**src/rtl/toy_fetch_req_gen.sv**
```systemverilog
// Fetch request generator: produces the fetch PC stream for the fetch queue, issues the
// matching i-cache requests, and forwards tagged responses while squashing pre-redirect ones.
module toy_fetch_req_gen #(
  parameter int                    ADDR_WIDTH          = 32,
  parameter int                    FETCH_WRITE_CHANNEL = 4,
  parameter int                    OUTSTANDING         = 4,
  parameter int                    FQ_DEPTH            = 128,
  parameter logic [ADDR_WIDTH-1:0] RESET_PC            = 32'h8000_0000
) (
  input  logic                                      clk,
  input  logic                                      rst_n,
  input  logic                                      redirect_vld,
  input  logic [ADDR_WIDTH-1:0]                     redirect_pc,
  output logic                                      fq_clear,
  input  logic                                      fq_nxt_vld,
  output logic                                      fq_nxt_rdy,
  output logic [ADDR_WIDTH-1:0]                     fq_nxt_pc,
  output logic [$clog2(2*FETCH_WRITE_CHANNEL):0]    fq_nxt_num,
  input  logic [$clog2(FQ_DEPTH)-1:0]               fq_req_entry_id,
  output logic                                      ic_req_vld,
  input  logic                                      ic_req_rdy,
  output logic [ADDR_WIDTH-1:0]                     ic_req_addr,
  output logic [$clog2(OUTSTANDING)-1:0]            ic_req_tag,
  input  logic                                      ic_ack_vld,
  input  logic [$clog2(OUTSTANDING)-1:0]            ic_ack_tag,
  input  logic [ADDR_WIDTH*FETCH_WRITE_CHANNEL-1:0] ic_ack_pld,
  output logic                                      fq_ack_vld,
  output logic [$clog2(FQ_DEPTH)-1:0]               fq_ack_entry_id,
  output logic [ADDR_WIDTH*FETCH_WRITE_CHANNEL-1:0] fq_ack_pld,
  output logic                                      dbg_state
);
  localparam int OFF_W    = $clog2(FETCH_WRITE_CHANNEL) + 1;
  localparam int NUM_W    = $clog2(2*FETCH_WRITE_CHANNEL) + 1;
  localparam int BLK_BITS = $clog2(4*FETCH_WRITE_CHANNEL);
  localparam int TAG_W    = $clog2(OUTSTANDING);
  localparam int EID_W    = $clog2(FQ_DEPTH);
  localparam int PLD_W    = ADDR_WIDTH*FETCH_WRITE_CHANNEL;
  localparam logic [ADDR_WIDTH-1:0] BLK_BYTES = ADDR_WIDTH'(4*FETCH_WRITE_CHANNEL);

  typedef enum logic {PEND = 1'b0, RUN = 1'b1} state_t;

  state_t                  state;
  logic [ADDR_WIDTH-1:0]   pend_pc;
  logic [ADDR_WIDTH-1:0]   seq_pc;
  logic [ADDR_WIDTH-1:0]   cur_pc;
  logic [OFF_W-1:0]        off;
  logic [OUTSTANDING-1:0]  busy;
  logic [OUTSTANDING-1:0]  stale;
  logic [EID_W-1:0]        slot_eid [OUTSTANDING];
  logic [TAG_W-1:0]        free_tag;
  logic                    any_free;
  logic                    fire;

  assign cur_pc      = (state == PEND) ? pend_pc : seq_pc;
  assign off         = cur_pc[OFF_W:1];
  assign fq_nxt_pc   = cur_pc;
  assign fq_nxt_num  = NUM_W'(2*FETCH_WRITE_CHANNEL) - NUM_W'(off);
  assign ic_req_addr = {cur_pc[ADDR_WIDTH-1:BLK_BITS], BLK_BITS'(0)};
  assign dbg_state   = state;

  // Lowest-index slot whose registered busy bit is clear; an ack this cycle frees its slot
  // only for the next cycle's allocation.
  always_comb begin
    free_tag = '0;
    any_free = 1'b0;
    for (int i = OUTSTANDING - 1; i >= 0; i--) begin
      if (!busy[i]) begin
        free_tag = TAG_W'(i);
        any_free = 1'b1;
      end
    end
  end

  // Handshake: ic_req_vld offers a request whenever the queue has room and a slot is free;
  // a transfer (fire) happens exactly in cycles where ic_req_vld & ic_req_rdy, and the queue
  // sees that same cycle as an accepted fetch via fq_nxt_rdy. Nothing is held across cycles.
  assign ic_req_vld = rst_n & fq_nxt_vld & any_free;
  assign fire       = ic_req_vld & ic_req_rdy;
  assign fq_nxt_rdy = fire;
  assign fq_clear   = (state == PEND) & fire;
  assign ic_req_tag = free_tag;

  always_ff @(posedge clk or negedge rst_n) begin
    if (!rst_n) begin
      busy  <= '0;
      stale <= '0;
      for (int i = 0; i < OUTSTANDING; i++) slot_eid[i] <= '0;
    end else begin
      for (int i = 0; i < OUTSTANDING; i++) begin
        if (fire && free_tag == TAG_W'(i)) begin
          busy[i]     <= 1'b1;
          stale[i]    <= redirect_vld;
          slot_eid[i] <= fq_req_entry_id;
        end else if (ic_ack_vld && ic_ack_tag == TAG_W'(i)) begin
          busy[i]  <= 1'b0;
          stale[i] <= 1'b0;
        end else if (redirect_vld && busy[i]) begin
          stale[i] <= 1'b1;
        end
      end
    end
  end

  // Responses from a flushed stream, or arriving alongside a redirect, are dropped.
  always_ff @(posedge clk or negedge rst_n) begin
    if (!rst_n) begin
      fq_ack_vld      <= 1'b0;
      fq_ack_entry_id <= '0;
      fq_ack_pld      <= '0;
    end else begin
      fq_ack_vld <= ic_ack_vld & ~stale[ic_ack_tag] & ~redirect_vld;
      if (ic_ack_vld) begin
        fq_ack_entry_id <= slot_eid[ic_ack_tag];
        fq_ack_pld      <= PLD_W'(ic_ack_pld);
      end
    end
  end

  always_ff @(posedge clk or negedge rst_n) begin
    if (!rst_n) begin
      state   <= PEND;
      pend_pc <= RESET_PC;
      seq_pc  <= '0;
    end else if (redirect_vld) begin
      state   <= PEND;
      pend_pc <= redirect_pc;
    end else if (fire) begin
      state  <= RUN;
      seq_pc <= ic_req_addr + BLK_BYTES;
    end
  end
endmodule

```
**config.mk**
```make
export PLATFORM = sky130hd
export DESIGN_NAME = toy_fetch_req_gen
export DESIGN_NICKNAME = d
export VERILOG_FILES = /design/src/rtl/toy_fetch_req_gen.sv
export SDC_FILE = /design/constraint.sdc
export NUM_CORES = 1
export LEC_CHECK = 0
export ABC_AREA = 0
export CORE_ASPECT_RATIO = 1.2
export CORE_MARGIN = 2
export CORE_UTILIZATION = 30
export DETAILED_ROUTE_END_ITERATION = 6
export HOLD_SLACK_MARGIN = 0.05
export SYNTH_ARGS = -nofsm -noshare
export SYNTH_HDL_FRONTEND = slang
export SYNTH_SLANG_ARGS = --single-unit
```
**constraint.sdc**
```tcl
create_clock -name clk -period 7 [get_ports clk]
set_clock_uncertainty 0.05 [all_clocks]
set_input_delay 0.7 -clock clk [delete_from_list [all_inputs] [get_ports clk]]
set_output_delay 0.7 -clock clk [all_outputs]
set_load 0.02 [all_outputs]
```
# == Word level (Yosys, flattened, before mapping) ==
# Index checks and enable logic that the tools add are counted.
# totals
mem_bits_ro,0
output_inout_bits,210
latch_bits,0
reg_bits,237
n_memories,0
inputBits,175
elab_cells,98
ramBits,0
# op_classes
eq_ne,6
n_reduce_logical,24
bitwise,10
div_mod_pow,0
n_lt_le_gt_ge,2
shift,0
n_addsub,2
n_mul,0
n_mux,36
# ops
op,n
"32-bit by 5-bit adder with 32-bit output, second input constant",1
32-bit 2-to-1 mux,1
1-bit 2-to-1 mux,27
7-bit binary-select mux with 2-bit select,1
7-bit 2-to-1 mux,2
1-bit logical AND,12
3-bit nonzero test,4
2-bit nonzero test,5
"2-bit equality test, second input constant",4
2-bit 2-to-1 mux,4
1-bit bitwise AND,6
"2-bit by 1-bit equality test with 1-bit output, second input constant",2
2-bit zero test,2
"4-bit by 3-bit subtractor with 4-bit output, first input constant",1
"3-bit greater-or-equal comparator, second input constant",1
"2-bit by 3-bit < comparator with 1-bit output, second input constant",1
1-bit inverter,3
2-bit inverter with 3-bit output,1
1-bit binary-select mux with 2-bit select,1
2-bit AND reduction,1

# == Longest topological paths before layout ==
# logic_depth
ltp_word,8
ltp_mapped,11
ltp_nobuf,7

# == Worst setup path after synthesis ==
# No wires, ideal clock.
# synth_timing
kind,reg2reg
from,"register state, in the netlist dbg_state"
to,register seq_pc[30]
path_stages_with_launch,12
t_required_ns,6.855
synth_period_minus_slack_ns,3.026
slack_ns,3.974
setup_time_ns,0.095
path_buffers,4
arrival_ns,2.880
cell_sequence,dfrtp_1 buf_2 buf_6 buf_2 buf_2 mux2_2 ha_1 inv_1 o32ai_4 nand3_1 o31a_1 o31ai_1
# synth_between
elab_chain_len,2
# synth_rtl
element,line,text
from (decl),42,state_t state;
from (signal assigned),121,state <= PEND;
from (signal assigned),125,state <= PEND;
from (signal assigned),128,state <= RUN;
32-bit 2-to-1 mux,54,assign cur_pc = (state == PEND) ? pend_pc : seq_pc;
named net fq_nxt_pc[4],17,"output logic [ADDR_WIDTH-1:0] fq_nxt_pc,"
32-bit by 5-bit adder with 32-bit output,129,seq_pc <= ic_req_addr + BLK_BYTES;
to (signal assigned),129,
to (decl),44,logic [ADDR_WIDTH-1:0] seq_pc;
# The timed path passes the listed nets, and every way through them passes these cells.
# A chain may end at the register's enable or synchronous reset.

# == Worst setup path after layout ==
# layout_timing
from,"register state, in the netlist dbg_state"
to,output fq_nxt_pc[28]
# layout_between
elab_chain_len,1
# layout_rtl
element,line
32-bit 2-to-1 mux,54
to (decl),17
# No other way between the ends.

==> summary.md <==
| Metric | Value |
|---|---|
| Fin. max-slew vios | `0` |
| FFs w/ async S/R, synth | `100%` |
| RePlAce Congestion | `0.805` |
| Post-synthesis xor/xnor area fraction | `1.02%` |
| IO Pins | `385` |
| Syn. warnings | `0` |
| CTS H-tree depth | `1` |
| Post-synth EDFFs | `0` |
| Largest net degree at the start of global routing | `98` |
| Sequential element share of the synthesized area | `56.4%` |
| Mux cell area share after synthesis | `25.8%` |
| Commonest non-fill, non-tap cell in the layout | `clkdlybuf4s50_1` |
| Synth unique cells | `65` |
| Crit path arrival time | `2.80 ns` |
| Core ar. | `34000 sq um` |
| Clk_lat worst skew | `0.54 ns` |
| Area leader, netlist | `dfrtp_1` |
| Cells after Synth | `759` |
| Min-delay worst type | `in2async` |
| Die area | `36000 sq um` |
| Crit end category | `primary output` |
| Initial core utilization | `30.4%` |
| Final min period | `3.55 ns` |
| Run status | `finished, final reports clean` |
| Pre-Repair DR Iteration Count | `4` |
| Die X | `174 um` |
| Layout Nets | `1285` |
| CTS tree | `done` |
| Number of DRC markers in iteration 0 | `218` |
| Post-synth top flop | `dfrtp_1` |
| Final setup fails | `0` |
| Period utilization | `50.7%` |
| Crit path launch type | `register` |
| Layout cells sized above 1 | `25.5%` |
| Simple logic cell fraction of the synthesized area | `7.28%` |
| Leakage | `6.33 nW` |
| Worst path required time | `6.25 ns` |
| Worst Path Max Fanout | `36` |
| Cell Count, Final, Fillers Out | `1585` |
| Final setup margin | `3.45 ns` |
| RSZ-0062 raised after global routing | `false` |
| Routed WL | `29.0 mm` |
| Detailed placer's ending HPWL | `20.8 mm` |
| Fillcell total | `3158` |
| GR Util met3 | `5.38%` |
| Cts repair resizes | `0` |
| DRT antenna net count | `0` |
| Max Freq | `0.282 GHz` |
| PD cells | `274 nW/um^2` |
| Worst slew margin | `33.9%` |
| Detailed-route DRC error count | `0` |
| Vias in the first global route | `7895` |
| Busiest grt layer | `met2` |
| Vias per inst | `4.72` |
| Max-cap violations | `0` |
| All-Layer GR Usage | `16.0%` |
| Met1 Usage GRT | `18.6%` |
| Total number of vias | `7486` |
| Post-place instance area | `14400 sq um` |
| Setup CP Type | `reg2out` |
| Largest family of logic cells by synthesized area | `multiplexers` |
| Commonest non-fill, non-tap cells in the layout | `clkdlybuf4s50_1, dfrtp_1, mux2_2, nand2_1, clkbuf_16` |
| Adder-Cell Fraction of Synth Area | `0.242%` |
| IO buf count | `380` |
| First-pass GRT wire length | `45.8 mm` |
| #FFs+latches synth | `233` |
| Die H | `207 um` |
| Hold buffers post-CTS | `0` |
| Area of the mapped netlist | `10300 sq um` |
| Area Overhead vs Synth | `48.0%` |
| Synth top area cells | `dfrtp_1, mux2_2, buf_4, mux4_2, nand2_1` |
| Clk sinks | `233` |
| GRT Residual Overflow | `0` |
| Pre-CTS WS | `3.67 ns` |
| Met2 GRT Util | `28.0%` |
| Num CTS Buffers | `28` |
| Setup_tns | `0 ns` |
| Wire length per cell | `18.3 um` |
| Setup bufs post-CTS | `0` |
| Antenna violations before repair | `1` |
| Clock buffer depth | `3` |
| Mapped Avg Cell Area | `13.6 sq um` |
| Finished Cell Area | `15300 sq um` |
| Clk slew on worst S/H paths | `0.06 ns` |
| Dpl cells | `1534` |
| CTS root buf | `clkbuf_16` |
| Row count | `74` |
| Worst-Margin Slew | `0.992 ns` |
| Hold Vio Cnt, Final | `0` |
| Compound-gate portion of the synthesized area | `4.87%` |
| Worst vdd ir | `0.185 mV` |
| Synth top area share | `56.1%` |
power breakdown:
group | leakage, nW | total [mW] | internal [mW] | switching (mW)
Combinational | 3.06 | 1.02 | 0.551 | 0.468
Clock | 0.471 | 1.48 | 0.912 | 0.568
Sequential | 2.80 | 1.69 | 1.56 | 0.128
Total | 6.33 | 4.19 | 3.02 | 1.16
worst max-delay path, stage by stage, from the launching register on:
cell	delay (ns)
dfrtp_2	0.63
buf_4	0.46
mux2i_1	0.43
inv_1	0.15
clkdlybuf4s50_1	0.57
registers in the layout (all words and copies together) (netlist names):
name	cells
stale	4
slot_eid	28
fq_ack_vld	1
busy	4
fq_ack_pld	128
seq_pc	28
dbg_state	1
fq_ack_entry_id	7
pend_pc	32
path summary, 6_finish.rpt:
path,startpoint,to,slack (ns),cells after the start
max in group asynchronous,rst_n,fq_ack_pld[7],4.55,3
max reg2reg,dbg_state,seq_pc[30],3.82,8
min,rst_n,pend_pc[30],0.11,1
min in group clk,seq_pc[18],seq_pc[18],0.43,2
min reg2reg,seq_pc[18],seq_pc[18],0.43,2
max,dbg_state,fq_nxt_pc[28],3.45,4
per-layer routing:
layer,share of wire [%],vias up,routed length [um]
met3,8.9,37,2590
met5,0,-,0
met2,50,299,14600
met4,2.2,0,633
met1,39,3731,11200
li1,-,3419,-
metrics by stage:
| step | power [mW] | hold slack, ns | utilization [%] |
|---|---|---|---|
| floorplan | 2.24 | 0.354 | - |
| global placement | 2.73 | 0.413 | 42.2 |
| detailed placement | 2.74 | 0.415 | 42.2 |
| CTS | 4.27 | 0.128 | 45.1 |
| global route | 4.41 | 0.159 | 45.1 |
| finish | 4.19 | 0.107 | 45.1 |
cells by family (layout without fill, tap and decap cells):
group / count (synthesis) / after routing
compound gates: 67 / 67
xor+xnor: 12 / 12
fa+ha+maj: 2 / 2
buf+inv: 80 / 446
flops: 233 / 233
mux: 229 / 229
other cells: 1 / 5
simple gates: 135 / 135
cells in the mapped netlist, drive strengths merged (3+ instances only):
| cell type | count |
|---|---|
| dfrtp | 232 |
| mux2 | 213 |
| buf | 48 |
| nand2 | 47 |
| clkbuf | 21 |
| o21ai | 19 |
| nand3 | 14 |
| inv | 11 |
| and3 | 9 |
| mux2i | 8 |
| mux4 | 8 |
| o31ai | 8 |
| xnor2 | 8 |
| nor3 | 7 |
| nor4 | 7 |
| and4 | 6 |
| a32o | 5 |
| and2 | 5 |
| nand4 | 5 |
| nor2 | 5 |
| nor2b | 5 |
| a21oi | 4 |
| a31oi | 4 |
| and3b | 4 |
| nand2b | 4 |
| nand3b | 4 |
| xor2 | 4 |
| and4b | 3 |
| o221a | 3 |
| or2 | 3 |
layout make-up:
cell class	instances	area [sq um]	share of cell area [%]
flip-flops and latches	233	5830	38.1
multi-input cells	449	4070	26.6
repair buffers	385	3840	25.1
clock buffers	42	855	5.58
well taps	456	571	3.73
clock inverters	8	98.8	0.646
inverters	11	41.3	0.270
diodes	1	2.50	0.0163
No activity file was read; power rests on OpenSTA's default activity.
